--- src/rtl/sudoku_pkg.sv ---
`default_nettype none
// ============================================================================
// sudoku_pkg: shared geometry constants and load-FSM state encoding.
// Rev 1.0
// ============================================================================
package sudoku_pkg;

  localparam int CELLS = 81;
  localparam int DW    = 4;
  localparam int MAXV  = 9;

  typedef logic [1:0] load_state_t;

  localparam logic [1:0] ST_IDLE = 2'b00;
  localparam logic [1:0] ST_LOAD = 2'b01;
  localparam logic [1:0] ST_DONE = 2'b10;

endpackage
`default_nettype wire

--- src/rtl/sudoku_cell_buf.sv ---
`default_nettype none
// ============================================================================
// sudoku_cell_buf: CELLS x DW register file, one write port, one async read.
// Rev 1.0
// ============================================================================
module sudoku_cell_buf #(
  parameter int CELLS = sudoku_pkg::CELLS,
  parameter int DW    = sudoku_pkg::DW,
  parameter int AW    = $clog2(CELLS)
) (
  input  logic          clka,
  input  logic          we,
  input  logic [AW-1:0] waddr,
  input  logic [DW-1:0] wdata,
  input  logic [AW-1:0] rd_addr,
  output logic [DW-1:0] rd_data
);

  logic [DW-1:0] mem_q [CELLS];
  logic [DW-1:0] mem_d [CELLS];

  always_comb begin
    mem_d = mem_q;
    if (we && (int'(waddr) < CELLS)) begin
      mem_d[waddr] = wdata;
    end
  end

  // Contents are deliberately not reset; they survive restart.
  always_ff @(posedge clka) begin
    mem_q <= mem_d;
  end

  // Addresses past the last cell read as an empty cell.
  always_comb begin
    rd_data = '0;
    if (int'(rd_addr) < CELLS) begin
      rd_data = mem_q[rd_addr];
    end
  end

endmodule
`default_nettype wire

--- src/rtl/sudoku_load_dp.sv ---
`default_nettype none
// ============================================================================
// sudoku_load_dp: streams CELLS digits row-major into the cell buffer, pulses
// done. Optional macro SUDOKU_RANGE_CHECK_EN zeroes digits > MAXV, sets err.
// Rev 1.0
// ============================================================================
module sudoku_load_dp #(
  parameter int CELLS = sudoku_pkg::CELLS,
  parameter int DW    = sudoku_pkg::DW,
  parameter int MAXV  = sudoku_pkg::MAXV,
  parameter int AW    = $clog2(CELLS)
) (
  input  logic          clka,
  input  logic          restart,
  input  logic          start,
  input  logic          din_valid,
  input  logic [DW-1:0] din,
  output logic          din_ready,
  output logic          busy,
  output logic          done,
  output logic          err,
  input  logic [AW-1:0] rd_addr,
  output logic [DW-1:0] rd_data
);

  import sudoku_pkg::*;

  localparam logic [AW-1:0] LAST_ADDR = AW'(CELLS - 1);
  localparam logic [DW-1:0] DIGIT_MAX = DW'(MAXV);

  load_state_t   state_q, state_d;
  logic [AW-1:0] addr_q, addr_d;
  logic          beat_acc;
  logic          last_beat;
  logic [DW-1:0] wdata;

  assign din_ready = (state_q == ST_LOAD);
  assign busy      = (state_q != ST_IDLE);
  assign done      = (state_q == ST_DONE);
  assign beat_acc  = din_valid && din_ready;
  assign last_beat = (addr_q == LAST_ADDR);

  always_comb begin
    state_d = state_q;
    addr_d  = addr_q;
    case (state_q)
      ST_IDLE: begin
        if (start) begin
          state_d = ST_LOAD;
          addr_d  = '0;
        end
      end
      ST_LOAD: begin
        // The address parks on the last cell rather than wrapping.
        if (beat_acc) begin
          if (last_beat) begin
            state_d = ST_DONE;
          end else begin
            addr_d = addr_q + 1'b1;
          end
        end
      end
      ST_DONE: begin
        state_d = ST_IDLE;
      end
      default: begin
        state_d = ST_IDLE;
      end
    endcase
  end

  always_ff @(posedge clka or posedge restart) begin
    if (restart) begin
      state_q <= ST_IDLE;
      addr_q  <= '0;
    end else begin
      state_q <= state_d;
      addr_q  <= addr_d;
    end
  end

`ifdef SUDOKU_RANGE_CHECK_EN
  logic digit_over;
  logic err_q, err_d;

  assign digit_over = (din > DIGIT_MAX);
  assign wdata      = digit_over ? '0 : din;
  assign err        = err_q;

  always_comb begin
    err_d = err_q;
    if ((state_q == ST_IDLE) && start) begin
      err_d = 1'b0;
    end else if (beat_acc && digit_over) begin
      err_d = 1'b1;
    end
  end

  always_ff @(posedge clka or posedge restart) begin
    if (restart) begin
      err_q <= 1'b0;
    end else begin
      err_q <= err_d;
    end
  end
`else
  // Range is not enforced in this build; digits pass through untouched.
  logic unused_digit_over;

  assign unused_digit_over = (din > DIGIT_MAX);
  assign wdata             = din;
  assign err               = 1'b0;
`endif

  sudoku_cell_buf #(
    .CELLS (CELLS),
    .DW    (DW),
    .AW    (AW)
  ) u_cell_buf (
    .clka    (clka),
    .we      (beat_acc),
    .waddr   (addr_q),
    .wdata   (wdata),
    .rd_addr (rd_addr),
    .rd_data (rd_data)
  );

endmodule
`default_nettype wire

--- config.mk ---
export PLATFORM = sky130hd
export DESIGN_NAME = sudoku_load_dp
export DESIGN_NICKNAME = d
export VERILOG_FILES = /design/src/rtl/sudoku_pkg.sv /design/src/rtl/sudoku_cell_buf.sv /design/src/rtl/sudoku_load_dp.sv
export SDC_FILE = /design/constraint.sdc
export NUM_CORES = 1
export LEC_CHECK = 0
export ABC_AREA = 1
export BUFFER_PORTS_ARGS = -buffer_cell sky130_fd_sc_hd__buf_4
export CAP_MARGIN = 10
export CORE_ASPECT_RATIO = 0.8
export CORE_UTILIZATION = 55
export CTS_BUF_LIST = sky130_fd_sc_hd__clkbuf_8
export CTS_CLUSTER_DIAMETER = 50
export DETAILED_ROUTE_END_ITERATION = 12
export PLACE_DENSITY_LB_ADDON = 0.3
export SLEW_MARGIN = 5
export SYNTH_ARGS = -nofsm -noshare
export SYNTH_HDL_FRONTEND = slang
export SYNTH_SLANG_ARGS = --single-unit
--- constraint.sdc ---
create_clock -name clka -period 5.6 [get_ports clka]
set_clock_uncertainty 0.15 [all_clocks]
set_input_delay 0.56 -clock clka [delete_from_list [all_inputs] [get_ports clka]]
set_output_delay 0.56 -clock clka [all_outputs]
set_load 0.02 [all_outputs]
==> summary.md <==
| Metric | Value |
|---|---|
| Max-slew violation total from the final report | 0 |
| Register-to-Register Setup Slack | 2.57 ns |
| H-Tree Level Count | 2 |
| Width of the die | around 180 um |
| Tightest Pin Transition | about 1.0 ns |
| Hold-fix buffers at CTS | 1 |
| Crit-path max FO | between 80 and 90 |
| Library cells used by synthesis | 26 |
| Data required time of the worst path | between 4 and 5 ns |
| Fin cells | approximately 1,800 |
| Syn-to-layout area delta | 8.18% |
| Core Area | ~26,000 um^2 |
| Post-Synthesis Cell Area | approximately 15,000 um^2 |
| Number of global-route vias before repair | 9,451 |
| Synth area leader | sky130_fd_sc_hd__edfxtp_1 |
| Part of the power in registers | 0.564 |
| Relative slew slack | 0.303 |
| Yosys reg bits | roughly 330 |
| Drt via density | about 5.5 |
| Worst Setup Slack post-DPL | between 2 and 2.5 ns |
| Nets in the synthesized netlist | between 1,000 and 1,500 |
| Crit-path most repeated cell | sky130_fd_sc_hd__nand2_1 |
| Final count of negative-setup-slack endpoints | 0 |
| Number of primary I/O pins | 23 |
| Worst hold-check path type | primary input to flip-flop |
| Logic pwr share | 0.091 |
| Net switching power figure | around 1.3 mW |
| Slowest library cell on the worst path | sky130_fd_sc_hd__inv_4 |
| Maximum number of pins on one net before global-route repair | about 180 |
| Time the worst path needs with I/O delays and setup | 3.52 ns |
| Setup bufs post-CTS | 0 |
| Kind of end point of the critical path | output port |
| Starting DRC count in detailed routing | roughly 1,200 |
| Total of max-cap violations | 0 |
| Number of cells traversed by the worst hold path | 2 |
| CP arrival | approximately 2.8 ns |
| Leak pwr | slightly above 6 nW |
| Mean instance size in the synthesized netlist | ~10 um^2 |
| Antenna violations before repair | 0 |
| R2r endpoint | u_cell_buf.mem_q[77]$_DFFE_PP_ |
| Seq/Total Area, Yosys | 0.685 |
| Root Buffer | sky130_fd_sc_hd__clkbuf_8 |
| Starting density of the core | 0.567 |
| Buf/Inv on CP | 4 |
| Placed cells | between 1,500 and 2,000 |
| Setup ws final | 2.08 ns |
| Largest cells by area after synthesis | sky130_fd_sc_hd__edfxtp_1, sky130_fd_sc_hd__nand2_1, sky130_fd_sc_hd__nor2_1 |
| Sequence of cells on the critical path | buf_4, inv_4, buf_4, nand2_1, nand2_1, nand2_1, nand3_1, nand3_1, nand2_1, nand2_1, nand2_1, nand3_1, nand2_1, buf_4 |
| Clk Latency, worst-skew pair | between 0.5 and 0.6 ns |
| Mapped Cells | roughly 1,400 |
| Switching share of total power | 0.253 |
| Area enclosed by the die boundary | between 20,000 and 30,000 um^2 |
| Number of filler instances in the final layout | 2,132 |
| Vias after detailed routing | between 10,000 and 15,000 |
| Origin of the worst min-delay path | din_valid |
| Antenna violation net count after detailed routing | 0 |
| Overflow left after global routing | 0 |
| Clock-pin slew on the worst setup and hold paths | roughly 0.060 ns |
| Run status | complete, no violations |
| Final period utilization | 0.629 |
| TritonCTS clock tree | built |
| Category of the worst setup path launch point | primary input |
| RSZ-0062 raised after global routing | false |
| Register area | roughly 10000 um^2 |
| Endpoint of the worst hold path | state_q[0]$_DFFE_PP0P_ |
| Number of standard-cell rows in the floorplan | 52 |
| Pwr/cell area | around 320 nW/um^2 |
| Achievable frequency | about 280 MHz |
| Final WL | 33.2 mm |
| Post-route setup TNS | 0 ns |
| Number of buffers inserted by port buffering | 21 |
| Wirelength per Cell | approximately 18 um |
| Wire length of the first global-routing pass | a little over 50 mm |
| Delay contributed by the slowest stage of the critical path | around 0.65 ns |
| Final-report hold violation count | 0 |
| Category of cells accounting for the largest share of critical-path delay | buffers and inverters |
| Worst Reg-to-Reg Cells | 7 |
| Fraction of final layout cells with drive strength greater than 1 | 0.0703 |
| Final RePlAce weighted congestion | around 0.86 |
| Remaining DRCs | 0 |
| Cell internal power dissipation | ~3.7 mW |
| Worst IR drop on VDD | approximately 0.25 mV |
| Total CTS buffers | 49 |
| DPL Wire Length | 18.5 mm |
| Multi-input gate area | approximately 3700 um^2 |
| Crit path kind | primary input to output port |
| Clock tree sinks | roughly 330 |
| Net count of the finished layout | between 1,000 and 1,500 |
| Clock share of power | 0.344 |
| Synth warn | 0 |
| Router iterations before antenna repair | 8 |
| Die extent in y | ~150 um |
| Worst R2R Start | addr_q[4]$_DFFE_PP0P_ |
| Clock Tree Buf Depth | 3 |
| Diodes inserted | 0 |
| Area share of the largest cell type after synthesis | 0.669 |
| Overall global routing resource usage | 0.254 |
| Number of gates resized after cts | 0 |
==> cells by family after synthesis <==
logic type	share of synthesized area
compound gates	0.0263
flops	0.685
xor+xnor	0.000603
buf+inv	0.0577
simple gates	0.229
fa+ha+maj	0.00172
other cells	0.000258
==> per-layer routing <==
layer / global-route usage / part of all wire
met5: 0 / 0
met4: 0.0875 / 0.027
met3: 0.0421 / 0.093
met2: 0.377 / 0.44
met1: 0.381 / 0.44
==> layout by cell type, fill, tap and decap left out, drive strengths merged <==
cell type    Yosys  layout
nand3          167     167
clkinv           3      22
nor3             5       5
xor2             1       1
or2              9       9
clkinvlp         0       1
nand4            6       6
o31ai            1       1
conb             1       1
a21oi            8       8
nand2          382     382
o21ai           61      61
o211ai           4       4
dlygate4sd3      0       1
ha               2       2
dfrtp            9       9
inv            141     150
clkbuf          41      51
nor2           234     234
edfxtp         324     324
buf             30      27
==> cell type report <==
cell class / instances / share of cell area
multi-input combinational: 881 / 0.238
clock inverter: 29 / 0.00748
inverter: 144 / 0.0345
tap: 351 / 0.0279
sequential: 333 / 0.633
timing repair buffer: 28 / 0.0143
clock buffer: 51 / 0.0446
==> per-stage QoR <==
step / instance area [um^2] / util / power [mW] / hold slack (ns)
final: 15700 / 0.614 / 4.97 / 0.0637
after global routing: 15700 / 0.614 / 5.14 / 0.0660
after CTS: 15700 / 0.614 / 4.98 / 0.0474
after detailed placement: 14900 / 0.581 / 3.30 / 0.406
after global placement: 14900 / 0.581 / 3.29 / 0.399
after floorplan: 14500 / - / 3.14 / 0.238
==> sequential cells by signal, indices dropped and copies added, names as in the netlist <==
name	flops
u_cell_buf.mem_q	324
addr_q	7
state_q	2
==> power groups by stage <==
stage | combinational [mW] | sequential (mW) | clock (mW)
after floorplan | 0.305 | 2.83 | 0
after global placement | 0.440 | 2.85 | 0
after detailed placement | 0.448 | 2.85 | 0
after CTS | 0.451 | 2.80 | 1.73
after global routing | 0.499 | 2.81 | 1.83
final | 0.453 | 2.80 | 1.71
==> worst max-delay path by stage <==
stage | from | endpoint | depth (start not counted)
after floorplan | rd_addr[1] | rd_data[0] | 9
after global placement | rd_addr[0] | rd_data[0] | 13
after detailed placement | rd_addr[0] | rd_data[2] | 14
after CTS | rd_addr[0] | rd_data[2] | 14
after global routing | rd_addr[0] | rd_data[2] | 14
final | rd_addr[0] | rd_data[2] | 14
==> worst register-to-register path, cell delays in order (launching register included) <==
cell,delay (ns)
sky130_fd_sc_hd__dfrtp_1,0.45
sky130_fd_sc_hd__inv_1,0.08
sky130_fd_sc_hd__nor2_1,0.09
sky130_fd_sc_hd__nand2_1,0.18
sky130_fd_sc_hd__nor2_1,0.10
sky130_fd_sc_hd__nor3_4,0.36
sky130_fd_sc_hd__nand4_2,0.70
sky130_fd_sc_hd__nor2_1,0.58
==> cells in the mapped netlist, drive strengths merged <==
master  number
a21oi        8
buf         30
clkbuf      41
clkinv       3
conb         1
dfrtp        9
edfxtp     324
ha           2
inv        141
nand2      382
nand3      167
nand4        6
nor2       234
nor3         5
o211ai       4
o21ai       61
o31ai        1
or2          9
xor2         1
Note: power is estimated with default switching activity, not from simulation.
